`src/rtl/cgra_pkt_pkg.sv`:
```
// Shared definitions for the CGRA result-path packetiser.
// Holds the CGRA packet field widths, the AXI-Stream slot geometry, the
// packet/beat container types and the transmit FSM state encoding.
package cgra_pkt_pkg;

  localparam int CGRA_DATA_W = 67;
  localparam int CGRA_CTRL_W = 107;
  localparam int MCGR_PAY_W  = 190;
  localparam int PKT_HDR_W   = 27;
  localparam int CGRA_PKT_W  = 217;
  localparam int AXIS_W      = 64;
  localparam int SLOT_BYTES  = 32;

  typedef logic [CGRA_PKT_W-1:0] cgra_pkt_t;
  typedef logic [AXIS_W-1:0]     axis_beat_t;

  // IDLE: waiting for a packet. SEND: streaming the held slot.
  typedef enum logic {
    ST_IDLE = 1'b0,
    ST_SEND = 1'b1
  } tx_state_e;

endpackage

```
`src/rtl/cgra_pkt_to_axis.sv`:
```
// cgra_pkt_to_axis
// Takes one CGRA packet over a val/rdy port and emits it as a fixed
// BEATS-beat AXI-Stream burst. The packet is zero-extended into a
// BEATS*AXIS_W slot; beat k carries slot bits [k*AXIS_W +: AXIS_W].
//
// Ports:
//   clk, rstn                       clock, asynchronous active-low reset
//   s_pkt_msg/s_pkt_val/s_pkt_rdy   CGRA packet input (val/rdy)
//   m_axis_tdata/tkeep/tvalid/tlast AXI-Stream master
//   m_axis_tready                   AXI-Stream sink ready
//   busy                            a packet is being streamed
//   pkt_cnt                         packets fully sent (wraps)
module cgra_pkt_to_axis #(
  parameter int PKT_W  = cgra_pkt_pkg::CGRA_PKT_W,
  parameter int AXIS_W = cgra_pkt_pkg::AXIS_W,
  parameter int BEATS  = 4,
  parameter int CNT_W  = 16
) (
  input  logic                clk,
  input  logic                rstn,
  input  logic [PKT_W-1:0]    s_pkt_msg,
  input  logic                s_pkt_val,
  output logic                s_pkt_rdy,
  output logic [AXIS_W-1:0]   m_axis_tdata,
  output logic [AXIS_W/8-1:0] m_axis_tkeep,
  output logic                m_axis_tvalid,
  output logic                m_axis_tlast,
  input  logic                m_axis_tready,
  output logic                busy,
  output logic [CNT_W-1:0]    pkt_cnt
);
  import cgra_pkt_pkg::*;

  localparam int SLOT_W = BEATS * AXIS_W;
  localparam int BEAT_W = (BEATS > 1) ? $clog2(BEATS) : 1;
  localparam logic [BEAT_W-1:0] LAST_BEAT = BEAT_W'(BEATS - 1);

  if (SLOT_W < PKT_W) begin : g_bad_slot
    $error("cgra_pkt_to_axis: BEATS*AXIS_W is smaller than PKT_W");
  end
  if ((AXIS_W % 8) != 0) begin : g_bad_axis_w
    $error("cgra_pkt_to_axis: AXIS_W must be a multiple of 8");
  end

  tx_state_e         state_q, state_d;
  logic [BEAT_W-1:0] beat_q,  beat_d;
  logic [SLOT_W-1:0] hold_q,  hold_d;
  logic [CNT_W-1:0]  cnt_q,   cnt_d;

  logic              in_send;
  logic              is_last;
  logic              accept;
  logic              beat_hs;
  logic [SLOT_W-1:0] pkt_ext;

  always_comb begin
    in_send = (state_q == ST_SEND);
    is_last = (beat_q == LAST_BEAT);

    m_axis_tvalid = in_send;
    m_axis_tlast  = in_send && is_last;
    m_axis_tkeep  = '1;
    m_axis_tdata  = in_send ? hold_q[int'(beat_q)*AXIS_W +: AXIS_W] : '0;
    busy          = in_send;
    pkt_cnt       = cnt_q;

    // In SEND a new packet can only enter on the cycle the last beat
    // leaves, which keeps back-to-back bursts gap-free. The rstn term
    // keeps the upstream from seeing ready while the block is in reset.
    s_pkt_rdy = rstn && (in_send ? (m_axis_tready && is_last) : 1'b1);

    accept  = s_pkt_val && s_pkt_rdy;
    beat_hs = in_send && m_axis_tready;

    pkt_ext              = '0;
    pkt_ext[PKT_W-1:0]   = s_pkt_msg;
  end

  always_comb begin
    state_d = state_q;
    beat_d  = beat_q;
    hold_d  = hold_q;
    cnt_d   = cnt_q;

    unique case (state_q)
      ST_IDLE: begin
        if (accept) begin
          hold_d  = pkt_ext;
          beat_d  = '0;
          state_d = ST_SEND;
        end
      end
      ST_SEND: begin
        if (beat_hs) begin
          if (is_last) begin
            cnt_d  = cnt_q + CNT_W'(1);
            beat_d = '0;
            if (accept) begin
              hold_d = pkt_ext;
            end else begin
              state_d = ST_IDLE;
            end
          end else begin
            beat_d = beat_q + BEAT_W'(1);
          end
        end
      end
      default: state_d = ST_IDLE;
    endcase
  end

  always_ff @(posedge clk or negedge rstn) begin
    if (!rstn) begin
      state_q <= ST_IDLE;
      beat_q  <= '0;
      hold_q  <= '0;
      cnt_q   <= '0;
    end else begin
      state_q <= state_d;
      beat_q  <= beat_d;
      hold_q  <= hold_d;
      cnt_q   <= cnt_d;
    end
  end

endmodule
```
`config.mk`:
```
export PLATFORM = sky130hd
export DESIGN_NAME = cgra_pkt_to_axis
export DESIGN_NICKNAME = d
export VERILOG_FILES = /design/src/rtl/cgra_pkt_pkg.sv /design/src/rtl/cgra_pkt_to_axis.sv
export SDC_FILE = /design/constraint.sdc
export NUM_CORES = 1
export LEC_CHECK = 0
export CAP_MARGIN = 15
export CORE_ASPECT_RATIO = 1.4
export CORE_UTILIZATION = 43
export CTS_BUF_LIST = sky130_fd_sc_hd__clkbuf_4 sky130_fd_sc_hd__clkbuf_8 sky130_fd_sc_hd__clkbuf_16
export DETAILED_ROUTE_END_ITERATION = 7
export PLACE_DENSITY = 0.8
export SYNTH_ARGS = -nofsm -noshare
export SYNTH_HDL_FRONTEND = slang
export SYNTH_SLANG_ARGS = --single-unit
```
`constraint.sdc`:
```
create_clock -name clk -period 1.7 [get_ports clk]
set_input_delay 0.255 -clock clk [delete_from_list [all_inputs] [get_ports clk]]
set_output_delay 0.255 -clock clk [all_outputs]
set_load 0.01 [all_outputs]
```
==> flow_summary_export.csv, run 1 <==
group,metric,value,unit
clocking,htreeDepth,1,
placed_design,place_congestion,0.8064,
cells_and_area,finalNonFillerCells,1521,
pwr,peakVddDrop,1.166,mV
cells_and_area,drive_gt1_frac,0.4771,
pwr,total_leakage_power,7.974,nW
global_route,grt-ovfl-total,0,
die,num_io_pins,313,
sta,finalHoldViolations,65,
setup_path,crit_path_start_kind,"flip-flop",
die,die_h,189.1,µm
sta,period_needed,2299,ps
setup_path,slowest_stage,"dfrtp_4",
cells_and_area,final_util,0.7201,
placed_design,dp_slack,-461.6,ps
die,die-area,0.02564,mm²
pwr,p_total,33.43,mW
die,die_w,135.6,µm
global_route,grt_pass1_vias,9156,
setup_path,critPathBufInv,3,
sta,slew_viol_final,0,
setup_path,crit_family,"flip-flops",
global_route,antenna_found_initial,5,
die,rows,68,
setup_path,crit_start,"beat_q[0]",
clocking,cts.clk_slew.worst_paths,60,ps
synth,yosysSeqAreaShare,0.5495,
detailed_routing,ant_nets,0,
sta,grt_setup_unrepaired,"true",
sta,skew,8.455,ps
setup_path,cp.depth,5,
clocking,cts_buffers,25,
detailed_routing,drc_errors,0,
detailed_routing,wire_per_inst,22.84,µm
synth,synth_cell_types,31,
sta,setup_viol,295,
cells_and_area,syn_to_final_growth,64.77,%
sta,period_share,1.352,
setup_path,crit_end,"m_axis_tdata[13]",
synth,async_reset_ff_frac,1.000,
setup_path,crit_type,"reg -> out",
clocking,cts.sinks,236,
die,start_util,0.4371,
synth,avgSynthCellArea,13.78,µm²
clocking,clk_latency,520,ps
clocking,cts_tree,"done",
clocking,cts-root-buf,"clkbuf_16",
setup_path,cpPeakStageDelay,510,ps
setup_path,r2r_start,"beat_q[1]",
clocking,cts_max_path_buffers,3,
setup_path,end_kind,"output port",
global_route,grt_usage,0.2684,
outcome,status,"finished with violations",
placed_design,io_buffer_count,304,
sta,max_slew_margin,0.2902,
setup_path,r2r_slack,-500,ps
synth,synth_top_area_cell,"dfrtp_1",
setup_path,cp_common_cell,"buf_12",
placed_design,hpwl,19300,µm
synth,ys_top_cells_by_area,"dfrtp_1, mux2_1, mux2_2, mux4_2, mux2i_1",
cells_and_area,nets,1406,
synth,yosysWarnings,0,
synth,synth-seq-cells,236,
synth,synthCells,780,
outcome,violations,"negative hold slack, negative setup slack",
setup_path,crit_required,1440,ps
setup_path,crit_chain,"buf_12 > buf_12 > mux4_2 > and2_4 > buf_6",
setup_path,reg2reg_to,"hold_q[61]",
sta,fin_ws,-598.8,ps
detailed_routing,vias,8132,
run,cap_violations,0,
synth,synth_edf_count,0,
global_route,grt_max_degree,191,
synth,yosys-top-cells-count,"dfrtp_1, mux2_1, mux2_2",
synth,synth_area,0.01075,mm²
detailed_routing,routed_wl,34740,µm
die,coreArea,0.02459,mm²
sta,fmax,435.0,MHz
detailed_routing,dr.pass1.iters,4,
min_path,holdCritPathClass,"in -> async",
global_route,grt_pass1_wl,52030,µm
sta,tightestPinTransition,1065,ps
setup_path,cp_max_fo,6,
synth,synth.most_common_cell,"dfrtp_1",
setup_path,arrival,2040,ps
detailed_routing,routed_via_density,5.346,
synth,synth_flop_cell,"dfrtp_1",
placed_design,dp_cells,1394,
synth,yosysTopAreaCellShare,0.5495,
setup_path,rr_worst_depth,12,
detailed_routing,drt_iter0_markers,338,
sta,timing.hold.ws,-73.49,ps
pwr,power.density,1888,mW/mm²
## area by class of cell
class,instances,area (µm²)
Multi-Input combinational cell,490,5748
Antenna cell,5,12.51
Clock buffer,32,696.9
Clock inverter,13,136.4
Timing Repair Buffer,429,4800
Tap cell,315,394.1
Inverter,1,3.754
Sequential cell,236,5916
Fill cell,1559,6882
## flip-flops by register name (all words and copies together) (netlist names)
register,count
beat_q,2
busy,1
hold_q,217
pkt_cnt,16
## layout by cell type, fill, tap and decap left out, drive strengths merged, types with 13 or more instances in the layout
cell           count
clkdlybuf4s50    222
buf              191
mux2i             40
dlygate4sd2       14
nand2             13
nor2              81
mux4              25
dfrtp            236
a21oi             39
and2              27
clkbuf            32
mux2             218
## per-layer routing
| layer | wire [µm] | share of wire | global-route usage | up-vias |
|---|---|---|---|---|
| li1 | - | - | - | 3556 |
| met5 | 0 | 0 | 0 | - |
| met4 | 1632 | 0.047 | 0.1430 | 0 |
| met1 | 13020 | 0.37 | 0.3051 | 4161 |
| met2 | 18310 | 0.53 | 0.4745 | 327 |
| met3 | 1777 | 0.051 | 0.04578 | 88 |
## where the power goes
| group | internal [mW] | switching [mW] |
|---|---|---|
| clock network | 3.22 | 2.33 |
| registers | 8.34 | 1.92 |
| logic | 10.9 | 6.70 |
| total | 22.5 | 11.0 |
## worst min path at each step
stage               from  slack, ps           to
floorplan           rstn        -40    beat_q[0]
global placement    rstn        400  hold_q[153]
detailed placement  rstn        410  hold_q[158]
CTS                 rstn         20    beat_q[1]
global route        rstn         60  hold_q[207]
finish              rstn        -70    beat_q[1]
## worst reg2reg max path: cells and delay by family (launching register included)
family          cells  cell delay (ps)
flops               1              510
simple gates        1               60
compound gates      1               50
fa+ha+maj           1              160
buf+inv             8             1000
mux                 1              300
## per-stage QoR
| step | area (µm²) | setup TNS, ps |
|---|---|---|
| detailed placement | 14460 | -79820 |
| global route | 17700 | -129830 |
| global placement | 14460 | -76730 |
| CTS | 17490 | -133360 |
| finish | 17710 | -116200 |
| floorplan | 10770 | -1400 |
## repair_timing
action,in CTS,in global routing
gates cloned,26,0
buffers inserted,57,21
pin swaps,38,25
hold buffers,1,0
gates resized for setup,620,147
endpoints found under the setup margin,314,298
hold endpoints to repair,46,0
## cells by family after synthesis
family	Yosys count	share of synthesized area
fa+ha+maj	2	0.002328
xor+xnor	15	0.01223
simple gates	139	0.05938
compound gates	43	0.02084
other cells	1	0.0003489
flops	236	0.5495
mux	283	0.3181
buf+inv	61	0.03726
(Power assumes the default switching activity.)
==> inputs of run 2 (changes only) <==
CAP_MARGIN = 10   (was 15)
==> results of run 2 <==
No change in the layout: final DEF, timing and power equal those of run 1.
